[config.mk]
export PLATFORM = sky130hd
export DESIGN_NAME = score_text_render
export DESIGN_NICKNAME = d
export VERILOG_FILES = /design/src/rtl/score_text_render.sv
export SDC_FILE = /design/constraint.sdc
export NUM_CORES = 1
export LEC_CHECK = 0
export ABC_AREA = 1
export ABC_CLOCK_PERIOD_IN_PS = 4700
export CAP_MARGIN = 15
export CORE_ASPECT_RATIO = 1.2
export CORE_MARGIN = 2
export CORE_UTILIZATION = 45
export CTS_CLUSTER_DIAMETER = 60
export CTS_CLUSTER_SIZE = 16
export DETAILED_ROUTE_END_ITERATION = 8
export PLACE_DENSITY = 0.87
export SETUP_SLACK_MARGIN = 0.05
export SYNTH_ARGS = -nofsm -noshare
export SYNTH_HDL_FRONTEND = slang
export SYNTH_SLANG_ARGS = --single-unit
[constraint.sdc]
create_clock -name clk_i -period 4.7 [get_ports clk_i]
set_clock_uncertainty 0.2 [all_clocks]
set_input_delay 1.175 -clock clk_i [delete_from_list [all_inputs] [get_ports clk_i]]
set_output_delay 1.175 -clock clk_i [all_outputs]
set_load 0.005 [all_outputs]
[src/rtl/score_text_render.sv]
// Two-stage glyph banner renderer: region test and ROM address, then pixel lookup.
// Shadow origin/colour registers latch on frame start; optional blink by frame count.
module score_text_render #(
  parameter int width_p = 32,
  parameter int depth_p = 9
) (
  input  logic               clk_i,
  input  logic               reset_n_i,
  input  logic [10:0]        pix_x_i,
  input  logic [10:0]        pix_y_i,
  input  logic               pix_valid_i,
  input  logic               frame_start_i,
  input  logic [10:0]        origin_x_i,
  input  logic [10:0]        origin_y_i,
  input  logic [11:0]        color_i,
  input  logic               blink_en_i,
  output logic [depth_p-1:0] rom_addr_o,
  input  logic [width_p-1:0] rom_data_i,
  output logic               pix_valid_o,
  output logic               pix_on_o,
  output logic [11:0]        rgb_o
);

  localparam int gw = depth_p - 6;
  localparam int cw = $clog2(width_p);
  localparam logic [31:0] wdt = 32'(width_p);
  localparam logic [31:0] span = 32'(width_p * (1 << gw));

  logic [10:0]       origin_x_q;
  logic [10:0]       origin_y_q;
  logic [11:0]       color_q;
  logic [5:0]        frame_cnt;
  logic [cw-1:0]     col_q;
  logic              in_q;
  logic              vld_q;

  logic signed [11:0] dx;
  logic signed [11:0] dy;
  logic [31:0]        ux;
  logic [31:0]        gidx;
  logic [31:0]        gcol;
  logic               in_region;
  logic               blank;
  logic               lit;
  logic [cw-1:0]      bit_idx;

  // Banner-relative offsets and the in-banner test for the incoming pixel
  always_comb begin
    dx = $signed({1'b0, pix_x_i}) - $signed({1'b0, origin_x_q});
    dy = $signed({1'b0, pix_y_i}) - $signed({1'b0, origin_y_q});
    ux = {21'b0, dx[10:0]};
    gidx = ux / wdt;
    gcol = ux % wdt;
    in_region = pix_valid_i && !dx[11] && (ux < span)
                && !dy[11] && (dy < 12'sd64);
  end

  // Glyph bit lookup for the pixel held in stage 1; MSB is leftmost column
  always_comb begin
    blank = blink_en_i && frame_cnt[5];
    bit_idx = cw'(width_p - 1) - col_q;
    lit = in_q && rom_data_i[bit_idx] && !blank;
  end

  // Shadow registers and frame counter, updated only on frame start
  always_ff @(posedge clk_i) begin
    if (!reset_n_i) begin
      origin_x_q <= '0;
      origin_y_q <= '0;
      color_q    <= '0;
      frame_cnt  <= '0;
    end else if (frame_start_i) begin
      origin_x_q <= origin_x_i;
      origin_y_q <= origin_y_i;
      color_q    <= color_i;
      frame_cnt  <= frame_cnt + 6'd1;
    end
  end

  // Stage 1: ROM address, column and qualifiers
  always_ff @(posedge clk_i) begin
    if (!reset_n_i) begin
      rom_addr_o <= '0;
      col_q      <= '0;
      in_q       <= 1'b0;
      vld_q      <= 1'b0;
    end else begin
      rom_addr_o <= in_region ? {gidx[gw-1:0], dy[5:0]} : '0;
      col_q      <= gcol[cw-1:0];
      in_q       <= in_region;
      vld_q      <= pix_valid_i;
    end
  end

  // Stage 2: lit decision and output colour
  always_ff @(posedge clk_i) begin
    if (!reset_n_i) begin
      pix_on_o    <= 1'b0;
      pix_valid_o <= 1'b0;
      rgb_o       <= '0;
    end else begin
      pix_on_o    <= lit;
      pix_valid_o <= vld_q;
      rgb_o       <= lit ? color_q : 12'h000;
    end
  end

endmodule
# Yosys cells after proc, flatten, opt, wreduce, memory -nomap -nowiden
# Cells that the tools add are included.
totals:
  ff_bits: 70
  input_bits: 93
  word_cells: 32
classes:
  add_sub_neg: 4
  magnitude_cmp: 3
  muxes: 2
  reduce_logical: 12
op_table:
  columns: ["operator", "n"]
  rows:
  - ["11-bit by 11-bit subtractor with 12-bit output", 2]
  - ["12-bit by 8-bit < comparator with 1-bit output (second input constant)", 1]
  - ["11-bit by 9-bit < comparator with 1-bit output (second input constant)", 1]
  - ["1-bit logical AND", 7]
  - ["6-bit by 1-bit adder with 6-bit output (second input constant)", 1]
  - ["5-bit by 6-bit < comparator with 1-bit output (second input constant)", 1]
  - ["1-bit binary-select mux with 5-bit select", 1]
  - ["5-bit subtractor (first input constant)", 1]
  - ["2-bit AND reduction", 2]
  - ["1-bit logical NOT", 3]
  - ["1-bit two-way mux", 1]

# Logic depth before layout (Yosys ltp)
# Gate-level depths: netlist (run 1).
logic_depth:
  ltp_word: 7
  ltp_mapped: 14
  ltp_nobuf: 14

# Least setup slack after synthesis (run 1)
# OpenSTA, ideal clock, no wires.
synth_path:
  path_type: "in2reg"
  start: "input port pix_x_i[0]"
  end: "register rom_addr_o[0]"
  t_arrival_ps: 2602
  t_required_ps: 4435
  slack_ps: 1833
  stages: 14
  path_buffers: 0
  path_cell_list: "inv_1 -> ha_1 -> fa_1 -> inv_1 -> nand2_1 -> nand2_1 -> nand3_1 -> nand2_1 -> nand2_1 -> nand2_1 -> nand3_1 -> nor2_2 -> nand3_4 -> nor2_1"
synth_via:
  elab_chain_cells: 7
  elab_cells_between_ends: 8
  cone_classes: "add/sub: 1; order compare: 1; reduce/logical: 6"
synth_lines:
  columns: ["element", "line", "source"]
  rows:
  - ["from (decl)", "9", "input logic [10:0] pix_x_i,"]
  - ["11-bit by 11-bit subtractor with 12-bit output (*)", "49", "dx = $signed({1'b0, pix_x_i}) - $signed({1'b0, origin_x_q});"]
  - ["parallel branches: the longest is 2 deep, another holds 11-bit by 9-bit < comparator with 1-bit output", null, null]
  - ["1-bit logical AND (*)", "54", "in_region = pix_valid_i && !dx[11] && (ux < span)"]
  - ["1-bit logical AND (*) (2 in a row)", "55", "&& !dy[11] && (dy < 12'sd64);"]
  - ["2-bit AND reduction (no line) (*)", null, null]
  - ["to (signal assigned)", "88", "rom_addr_o <= in_region ? {gidx[gw-1:0], dy[5:0]} : '0;"]
  - ["to (decl)", "17", "output logic [depth_p-1:0] rom_addr_o,"]
# Every way passes the cells marked *.
# A chain may end at the register's enable or synchronous reset.

# Worst setup path in the final report (run 1)
layout_path:
  start: "input port pix_x_i[0]"
  end: "register rom_addr_o[5]"
# Same word-level chain as after synthesis.

==> impl_metrics.py, run 1 <==
metrics = {
    "run_status": {
        "status": "completed",
    },
    "drt": {
        "drt.antenna.violating_nets": 0,
        "via_per_inst": 4.87,
        "drt_pass1_iterations": 4,
        "avgRoutedWirePerCell_um": 12.1,
        "drt_iter0_markers": 142,
        "wirelength_mm": 9.44,
        "vias": 3799,
        "drc": 0,
    },
    "floorplan": {
        "die_area_sq_mm": 0.00925,
        "io_pins": 116,
        "die_w_um": 88.1,
        "initial_core_util_pct": 46.6,
        "rows": 36,
        "core_sq_mm": 0.00820,
        "die_h_um": 105,
    },
    "power_and_ir_drop": {
        "p_leak_uw": 0.00238,
        "peakVddDrop_mv": 0.146,
        "powerDensity_mw_per_mm2": 281,
    },
    "timing": {
        "slew_headroom_pct": 56.3,
        "worst_slew_pin_slew_ps": 655,
        "period_needed_ps": 3240,
        "post-route-period-util_pct": 68.9,
        "slew_viol_final": 0,
        "setup_tns_ps": 0,
        "hold_slack_ps": 221,
        "setup_viol": 0,
        "rsz0062_at_grt": "no",
        "final_hold_viol_count": 0,
        "clock.fmax_ghz": 0.309,
    },
    "synth": {
        "yosys_warnings": 0,
        "syn_avg_cell_area_sq_um": 6.95,
        "ys_ff_latch": 70,
        "synth_top_flop_cell": "dfxtp_1",
        "syn_inst": 550,
        "synth_most_common_cell": "nand2_1",
        "ys_seq_area_share_pct": 36.7,
        "netlist_area_sq_mm": 0.00382,
        "synth_common_cells": "nand2_1 (113), inv_1 (96), dfxtp_1 (70)",
        "synth_top_area_share_pct": 36.7,
        "synth_top_area_cell": "dfxtp_1",
        "synth_cell_types": 33,
        "synth.net_count": 668,
        "synth_top_cells_by_area": "dfxtp_1 (37%), nand2_1 (11%), inv_1 (9.4%)",
        "async_flop_share_pct": 0,
        "synth_edf_count": 0,
    },
    "clock_network": {
        "cts_buffers": 9,
        "post_cts_buffers": 0,
        "clkSinkCount": 70,
        "clk_transition_reported_paths_ps": 80,
        "clock_path_buffers": 2,
        "hold_buffers": 0,
        "post_cts_resized": 0,
        "cts-root-buf": "clkbuf_8",
        "clk_latency_ps": 350,
        "cts_tree": "built",
        "h-tree-depth": 3,
    },
    "finish": {
        "drive_above_1_share_pct": 6.31,
        "final_nets": 779,
        "diodes": 0,
        "syn_to_final_growth_pct": 36.3,
        "fill_cells": 709,
    },
    "global_routing": {
        "grt_max_degree": 38,
        "grt_pass1_vias": 3705,
        "overflow": 0,
        "grt_pass1_wl_mm": 15.8,
        "grt_use_total_pct": 21.3,
        "antenna_found_initial": 0,
    },
    "setup_path": {
        "worst_setup_path_end_kind": "register",
        "startpoint_type": "input port",
        "critPathRequiredTime_ps": 4790,
        "arrival_ps": 3330,
        "critPathKind": "input port to register",
        "path_max_fanout": 10,
    },
    "place": {
        "gp_congestion": 0.879,
        "dp.final_hpwl_mm": 7.39,
        "io_buffers": 115,
    },
    "job": {
        "max_cap_viol_count": 0,
    },
    "worst_hold_path": {
        "hp-class": "register to register",
    },
}
## metrics by stage
step | area (sq um) | utilization (%) | setup slack [ps] | total power [uW] | instances
3_5_place_dp | 5020 | 61.3 | 1100 | 1010 | 764
2_1_floorplan | 3820 | - | 1830 | 883 | 550
6_report | 5210 | 63.6 | 1460 | 1460 | 780
5_1_grt | 5210 | 63.6 | 1240 | 1550 | 780
3_3_place_gp | 5020 | 61.3 | 1220 | 995 | 764
4_1_cts | 5210 | 63.6 | 1440 | 1470 | 780
## report_power, final
group / internal (uW) / switching (uW) / total (uW)
clock network: 202 / 261 / 463
logic: 170 / 192 / 363
registers: 621 / 16.0 / 636
total: 993 / 469 / 1460
## cell type report
cell class                 count  area [sq um]  share of cell area [%]
multi-input combinational    364          1930                    37.1
sequential                    70          1400                    26.9
timing repair buffer         118          1170                    22.5
inverter                      98           375                    7.20
tap                          114           143                    2.74
clock buffer                   9           124                    2.38
clock inverter                 7          61.3                    1.18
## layer usage
layer  GRT usage [%]  wire, um
met1            22.9      3670
met2            38.7      4880
met3            4.50       561
met4            9.74       329
met5               0         0
## critical path, stage by stage
cell             delay, ps
clkdlybuf4s50_1        450
inv_1                   40
ha_1                   220
fa_1                   380
inv_1                  120
nand2_1                 80
nand2_1                100
nand3_1                 90
nand2_1                 80
nand2_1                 40
nand2_1                 50
nand3_1                 90
nor2_2                 140
nand3_4                140
nor2_1                 140
## cell usage in the layout (no fill, tap or decap), types with 3 or more instances in the layout
| cell | netlist | routed |
|---|---|---|
| clkbuf_8 | 0 | 9 |
| xnor2_1 | 5 | 5 |
| ha_1 | 23 | 23 |
| clkdlybuf4s50_1 | 0 | 115 |
| nand4_1 | 3 | 3 |
| a21oi_1 | 58 | 58 |
| nor2_1 | 49 | 49 |
| nand2_1 | 113 | 113 |
| dfxtp_1 | 70 | 70 |
| o21ai_0 | 48 | 48 |
| nand3_2 | 3 | 3 |
| buf_4 | 1 | 3 |
| inv_1 | 96 | 95 |
| nor2_2 | 11 | 11 |
| nand2_2 | 3 | 3 |
| inv_6 | 0 | 4 |
| o21bai_1 | 3 | 3 |
| nand3_1 | 28 | 28 |
## state kept, by name, indices dropped and copies added, names as in the netlist
register     flops
color_q         12
rgb_o           12
origin_x_q      11
origin_y_q      11
rom_addr_o       9
frame_cnt        6
col_q            5
in_q             1
pix_on_o         1
pix_valid_o      1
vld_q            1
## final timing paths
kind	startpoint	endpoint	slack (ps)	depth (start not counted)
setup reg to reg	origin_x_q[0]$_SDFFE_PN0P_	rom_addr_o[5]$_SDFF_PN0_	2470	13
hold / removal	vld_q$_SDFF_PN0_	pix_valid_o$_SDFF_PN0_	220	2
hold reg to reg	vld_q$_SDFF_PN0_	pix_valid_o$_SDFF_PN0_	220	2
setup / recovery	pix_x_i[0]	rom_addr_o[5]$_SDFF_PN0_	1460	15
## kinds of logic after synthesis
group / Yosys count / synth area share, %
compound gates: 116 / 15.8
xor+xnor: 7 / 1.60
fa+ha+maj: 25 / 8.58
buf+inv: 116 / 12.8
flops: 70 / 36.7
simple gates: 216 / 24.5
No activity file was read; power rests on OpenSTA's default activity.
==> inputs of run 2 (changes only) <==
--- a/config.mk
+++ b/config.mk
@@ -6,7 +6,7 @@
 export NUM_CORES = 1
 export LEC_CHECK = 0
 export ABC_AREA = 1
-export ABC_CLOCK_PERIOD_IN_PS = 4700
+export ABC_CLOCK_PERIOD_IN_PS = 3300
 export CAP_MARGIN = 15
 export CORE_ASPECT_RATIO = 1.2
 export CORE_MARGIN = 2
==> constraint.sdc (replaced) <==
create_clock -name clk_i -period 3.3 [get_ports clk_i]
set_clock_uncertainty 0.2 [all_clocks]
set_input_delay 0.825 -clock clk_i [delete_from_list [all_inputs] [get_ports clk_i]]
set_output_delay 0.825 -clock clk_i [all_outputs]
set_load 0.005 [all_outputs]
==> impl_metrics.py, run 2 (synthesized netlist as in run 1, its figures left out) <==
metrics = {
    "setup_path": {
        "regToRegSetupSlack_ps": 1070,
        "r2r-end": "rgb_o[11]$_SDFF_PN0_",
        "critPathKind": "input port to register",
        "r2r_cells": 8,
        "arrival_ps": 2950,
        "r2r-start": "col_q[0]$_SDFF_PN0_",
        "path_max_fanout": 10,
        "worst_setup_path_end_kind": "register",
        "startpoint_type": "input port",
        "critPathRequiredTime_ps": 3380,
    },
    "finish": {
        "final_common_cell": "clkdlybuf4s50_1",
        "diodes": 0,
        "reg_top3": "color_q x12, rgb_o x12",
        "drive_above_1_share_pct": 6.45,
        "postLayoutCoreUtil_pct": 63.9,
        "layout_common_cells": "clkdlybuf4s50_1 (115), nand2_1 (113), inv_1 (95)",
        "syn_to_final_growth_pct": 37.1,
        "final_nets": 780,
    },
    "drt": {
        "wirelength_mm": 9.28,
        "drt_pass1_iterations": 6,
        "via_per_inst": 4.74,
        "vias": 3703,
        "avgRoutedWirePerCell_um": 11.9,
        "drc": 0,
        "drt.antenna.violating_nets": 0,
        "drt_iter0_markers": 136,
    },
    "global_routing": {
        "grt_use_total_pct": 20.7,
        "overflow": 0,
        "grt_max_degree": 35,
        "antenna_found_initial": 0,
        "grt_pass1_vias": 3670,
        "grt_pass1_wl_mm": 15.4,
    },
    "floorplan": {
        "initial_core_util_pct": 46.6,
        "die_area_sq_mm": 0.00925,
        "die_w_um": 88.1,
        "die_h_um": 105,
        "core_sq_mm": 0.00820,
        "rows": 36,
        "io_pins": 116,
    },
    "power_and_ir_drop": {
        "combinationalPowerShare_pct": 24.0,
        "seqPwrFrac_pct": 42.7,
        "fin_total_pwr_uw": 2120,
        "peakVddDrop_mv": 0.216,
        "p_leak_uw": 0.00240,
        "internal-power_uw": 1500,
        "p_switching_uw": 623,
        "clockPowerShare_pct": 33.3,
        "powerDensity_mw_per_mm2": 405,
        "netSwitchingFraction_pct": 29.3,
    },
    "clock_network": {
        "post_cts_buffers": 0,
        "cts_tree": "built",
        "clkSinkCount": 70,
        "cts_buffers": 9,
        "hold_buffers": 0,
        "cts-root-buf": "clkbuf_8",
        "clk_latency_ps": 340,
        "h-tree-depth": 3,
        "clock_path_buffers": 2,
        "post_cts_resized": 0,
        "clk_transition_reported_paths_ps": 80,
    },
    "timing": {
        "post-route-period-util_pct": 87.1,
        "clock.fmax_ghz": 0.348,
        "setup_viol": 0,
        "setup_ws_ps": 426,
        "hold_slack_ps": 232,
        "period_needed_ps": 2870,
        "slew_headroom_pct": 54.1,
        "setup_tns_ps": 0,
        "worst_slew_pin_slew_ps": 687,
        "final_hold_viol_count": 0,
        "slew_viol_final": 0,
        "rsz0062_at_grt": "no",
    },
    "job": {
        "max_cap_viol_count": 0,
    },
    "run_status": {
        "status": "completed",
    },
    "place": {
        "io_buffers": 115,
        "gp_congestion": 0.875,
        "pre_cts_slack_ps": 46.5,
        "dp.final_hpwl_mm": 7.34,
    },
    "worst_hold_path": {
        "min_path_cells": 2,
        "whs_endpoint": "pix_valid_o$_SDFF_PN0_",
        "worstHoldStart": "vld_q$_SDFF_PN0_",
        "hp-class": "register to register",
    },
}
-- run 2: worst max path at each step --
stage	startpoint	end	slack [ps]
CTS	pix_x_i[0]	rom_addr_o[8]$_SDFF_PN0_	420
detailed placement	pix_x_i[0]	rom_addr_o[3]$_SDFF_PN0_	50
floorplan	pix_x_i[0]	rom_addr_o[0]$_SDFF_PN0_	780
global route	pix_x_i[0]	rom_addr_o[3]$_SDFF_PN0_	240
global placement	pix_x_i[0]	rom_addr_o[7]$_SDFF_PN0_	150
finish	pix_x_i[0]	rom_addr_o[3]$_SDFF_PN0_	430
-- run 2: area by class of cell --
type,count,area (sq um)
fill,742,2960
timing repair buffer,119,1180
clock buffer,10,138
inverter,98,375
tap,114,143
clock inverter,6,68.8
multi-input combinational,364,1930
sequential,70,1400
-- run 2: per-layer routing --
metal  global-route usage, %  share of wire, %
met5                       0                 0
met4                    11.3               3.4
met3                    3.87               5.4
met2                    37.5                51
met1                    22.0                40
-- run 2: power by group through the flow --
| stage | combinational (uW) | sequential [uW] | clock (uW) |
|---|---|---|---|
| 6_report | 510 | 907 | 707 |
| 5_1_grt | 583 | 912 | 766 |
| 3_3_place_gp | 497 | 925 | 0 |
| 2_1_floorplan | 343 | 914 | 0 |
| 4_1_cts | 512 | 907 | 730 |
| 3_5_place_dp | 508 | 927 | 0 |
-- run 2: critical path, cell delays in order --
cell and delay (ps):
clkdlybuf4s50_1 460, inv_1 40, ha_1 220, fa_1 380
inv_1 110, nand2_1 80, nand2_1 90, nand3_1 100
nand2_1 80, nand2_1 50, nand2_1 50, nand3_1 80
nor2_2 130, nand3_4 140, nor2_1 120
-- run 2: per-stage QoR --
stage | instance area, sq um | cells
after floorplan | 3820 | 550
after global placement | 5030 | 765
after detailed placement | 5030 | 765
after CTS | 5240 | 781
after global routing | 5240 | 781
final | 5240 | 781
==> inputs of run 3 (changes only) <==
--- a/config.mk
+++ b/config.mk
@@ -15,6 +15,7 @@
 export CTS_CLUSTER_SIZE = 16
 export DETAILED_ROUTE_END_ITERATION = 8
 export PLACE_DENSITY = 0.87
+export REMOVE_ABC_BUFFERS = 1
 export SETUP_SLACK_MARGIN = 0.05
 export SYNTH_ARGS = -nofsm -noshare
 export SYNTH_HDL_FRONTEND = slang
==> impl_metrics.py, run 3 (synthesized netlist as in run 1, its figures left out) <==
metrics = {
    "run_status": {
        "status": "completed",
    },
    "timing": {
        "final_hold_viol_count": 0,
        "clock.fmax_ghz": 0.350,
        "hold_slack_ps": 246,
        "setup_tns_ps": 0,
        "worst_slew_pin_slew_ps": 686,
        "post-route-period-util_pct": 86.6,
        "rsz0062_at_grt": "no",
        "period_needed_ps": 2860,
        "setup_viol": 0,
        "slew_viol_final": 0,
        "slew_headroom_pct": 54.2,
        "setup_ws_ps": 443,
    },
    "place": {
        "io_buffers": 115,
        "placed_cell_area_sq_mm": 0.00504,
        "dp.final_hpwl_mm": 7.32,
        "pre_cts_slack_ps": 84.6,
        "gp_congestion": 0.873,
    },
    "power_and_ir_drop": {
        "p_leak_uw": 0.00239,
        "seqPwrFrac_pct": 43.5,
        "netSwitchingFraction_pct": 32.0,
        "powerDensity_mw_per_mm2": 399,
        "p_switching_uw": 667,
        "peakVddDrop_mv": 0.218,
        "combinationalPowerShare_pct": 24.9,
        "clockPowerShare_pct": 31.6,
        "internal-power_uw": 1420,
    },
    "drt": {
        "drt.antenna.violating_nets": 0,
        "drt_iter0_markers": 183,
        "wirelength_mm": 9.40,
        "via_per_inst": 4.91,
        "vias": 3838,
        "drc": 0,
        "avgRoutedWirePerCell_um": 12.0,
        "drt_pass1_iterations": 5,
    },
    "setup_path": {
        "critical_path.top_delay_family": "simple AND/OR/NAND/NOR gates",
        "critPathLaunch": "pix_x_i[0]",
        "critical_path.max_stage_delay_ps": 450,
        "regToRegSetupSlack_ps": 1070,
        "path_buf_inv": 3,
        "crit_chain": "clkdlybuf4s50_1 > inv_1 > ha_1 > fa_1 > inv_1 > nand2_1 > nand2_1 > nand3_1 > nand2_1 > nand2_1 > nand2_1 > nand3_1 > nor2_2 > nand3_4 > nor2_1",
        "worst_setup_path_end_kind": "register",
        "r2r-end": "rom_addr_o[1]$_SDFF_PN0_",
        "critPathRequiredTime_ps": 3380,
        "cp.depth": 15,
        "cp_slowest_cell": "clkdlybuf4s50_1",
        "crit_path_end": "rom_addr_o[1]$_SDFF_PN0_",
        "crit_top_cell": "nand2_1",
        "r2r-start": "origin_y_q[0]$_SDFFE_PN0P_",
        "r2r_cells": 12,
        "arrival_ps": 2940,
        "startpoint_type": "input port",
        "critPathKind": "input port to register",
        "path_max_fanout": 10,
    },
    "global_routing": {
        "overflow": 0,
        "grt_pass1_wl_mm": 15.2,
        "grt_use_total_pct": 20.2,
        "grt_max_degree": 41,
        "grt_pass1_vias": 3761,
        "antenna_found_initial": 0,
    },
    "floorplan": {
        "core_sq_mm": 0.00820,
        "die_area_sq_mm": 0.00925,
        "initial_core_util_pct": 46.6,
        "die_h_um": 105,
        "rows": 36,
        "io_pins": 116,
        "die_w_um": 88.1,
    },
    "clock_network": {
        "post_cts_buffers": 0,
        "hold_buffers": 0,
        "clk_transition_reported_paths_ps": 90,
        "clock_path_buffers": 2,
        "clk_latency_ps": 350,
        "h-tree-depth": 3,
        "post_cts_resized": 0,
        "cts_tree": "built",
        "cts_buffers": 9,
        "cts-root-buf": "clkbuf_8",
        "clkSinkCount": 70,
    },
    "worst_hold_path": {
        "min_path_cells": 2,
        "hp-class": "register to register",
    },
    "finish": {
        "stdcell_area_sq_mm": 0.00523,
        "drive_above_1_share_pct": 6.60,
        "final_common_cell": "clkdlybuf4s50_1",
        "reg_top3": "color_q x12, rgb_o x12",
        "postLayoutCoreUtil_pct": 63.8,
        "syn_to_final_growth_pct": 36.9,
        "diodes": 0,
        "final_nets": 780,
        "layout_common_cells": "clkdlybuf4s50_1 (115), nand2_1 (113), inv_1 (95)",
    },
    "job": {
        "max_cap_viol_count": 0,
    },
}
==> run 3: tightest hold or removal path: cells and delay by family (launching register included) <==
| family | cells | cell delay [ps] |
|---|---|---|
| and+or+nand+nor | 1 | 40 |
| DFF | 1 | 310 |
| buffers and inverters | 1 | 60 |
==> run 3: how the worst min path moves through the flow <==
stage | from | endpoint | slack (ps)
2_1_floorplan | vld_q$_SDFF_PN0_ | pix_valid_o$_SDFF_PN0_ | 190
4_1_cts | color_q[11]$_SDFFE_PN0P_ | rgb_o[11]$_SDFF_PN0_ | 250
5_1_grt | color_q[4]$_SDFFE_PN0P_ | rgb_o[4]$_SDFF_PN0_ | 260
6_report | color_q[11]$_SDFFE_PN0P_ | rgb_o[11]$_SDFF_PN0_ | 250
3_5_place_dp | color_q[11]$_SDFFE_PN0P_ | rgb_o[11]$_SDFF_PN0_ | 240
3_3_place_gp | color_q[4]$_SDFFE_PN0P_ | rgb_o[4]$_SDFF_PN0_ | 220
==> run 3: metrics by stage <==
stage               instances  power (uW)
floorplan                 532        1240
global placement          765        1420
detailed placement        765        1440
CTS                       781        2100
global route              781        2200
finish                    781        2090
==> run 3: power groups by stage <==
stage	clock (uW)	combinational, uW	sequential [uW]
finish	658	520	908
floorplan	0	316	920
global route	710	581	912
CTS	674	516	908
detailed placement	0	510	928
global placement	0	493	926
==> run 3: metal layers <==
metal	track usage [%]	routed length, um	part of all wire (%)	vias up
met4	9.31	262	2.8	0
met3	5.69	688	7.3	27
met2	36.8	4620	49	159
met1	20.7	3830	41	1687
li1	-	-	-	1965
met5	0	0	0	-
==> run 3: area by class of cell <==
class / count / area [sq um]
Timing Repair Buffer: 119 / 1190
Inverter: 98 / 375
Clock buffer: 9 / 124
Multi-Input combinational cell: 364 / 1930
Tap cell: 114 / 143
Clock inverter: 7 / 63.8
Sequential cell: 70 / 1400
Fill cell: 695 / 2970
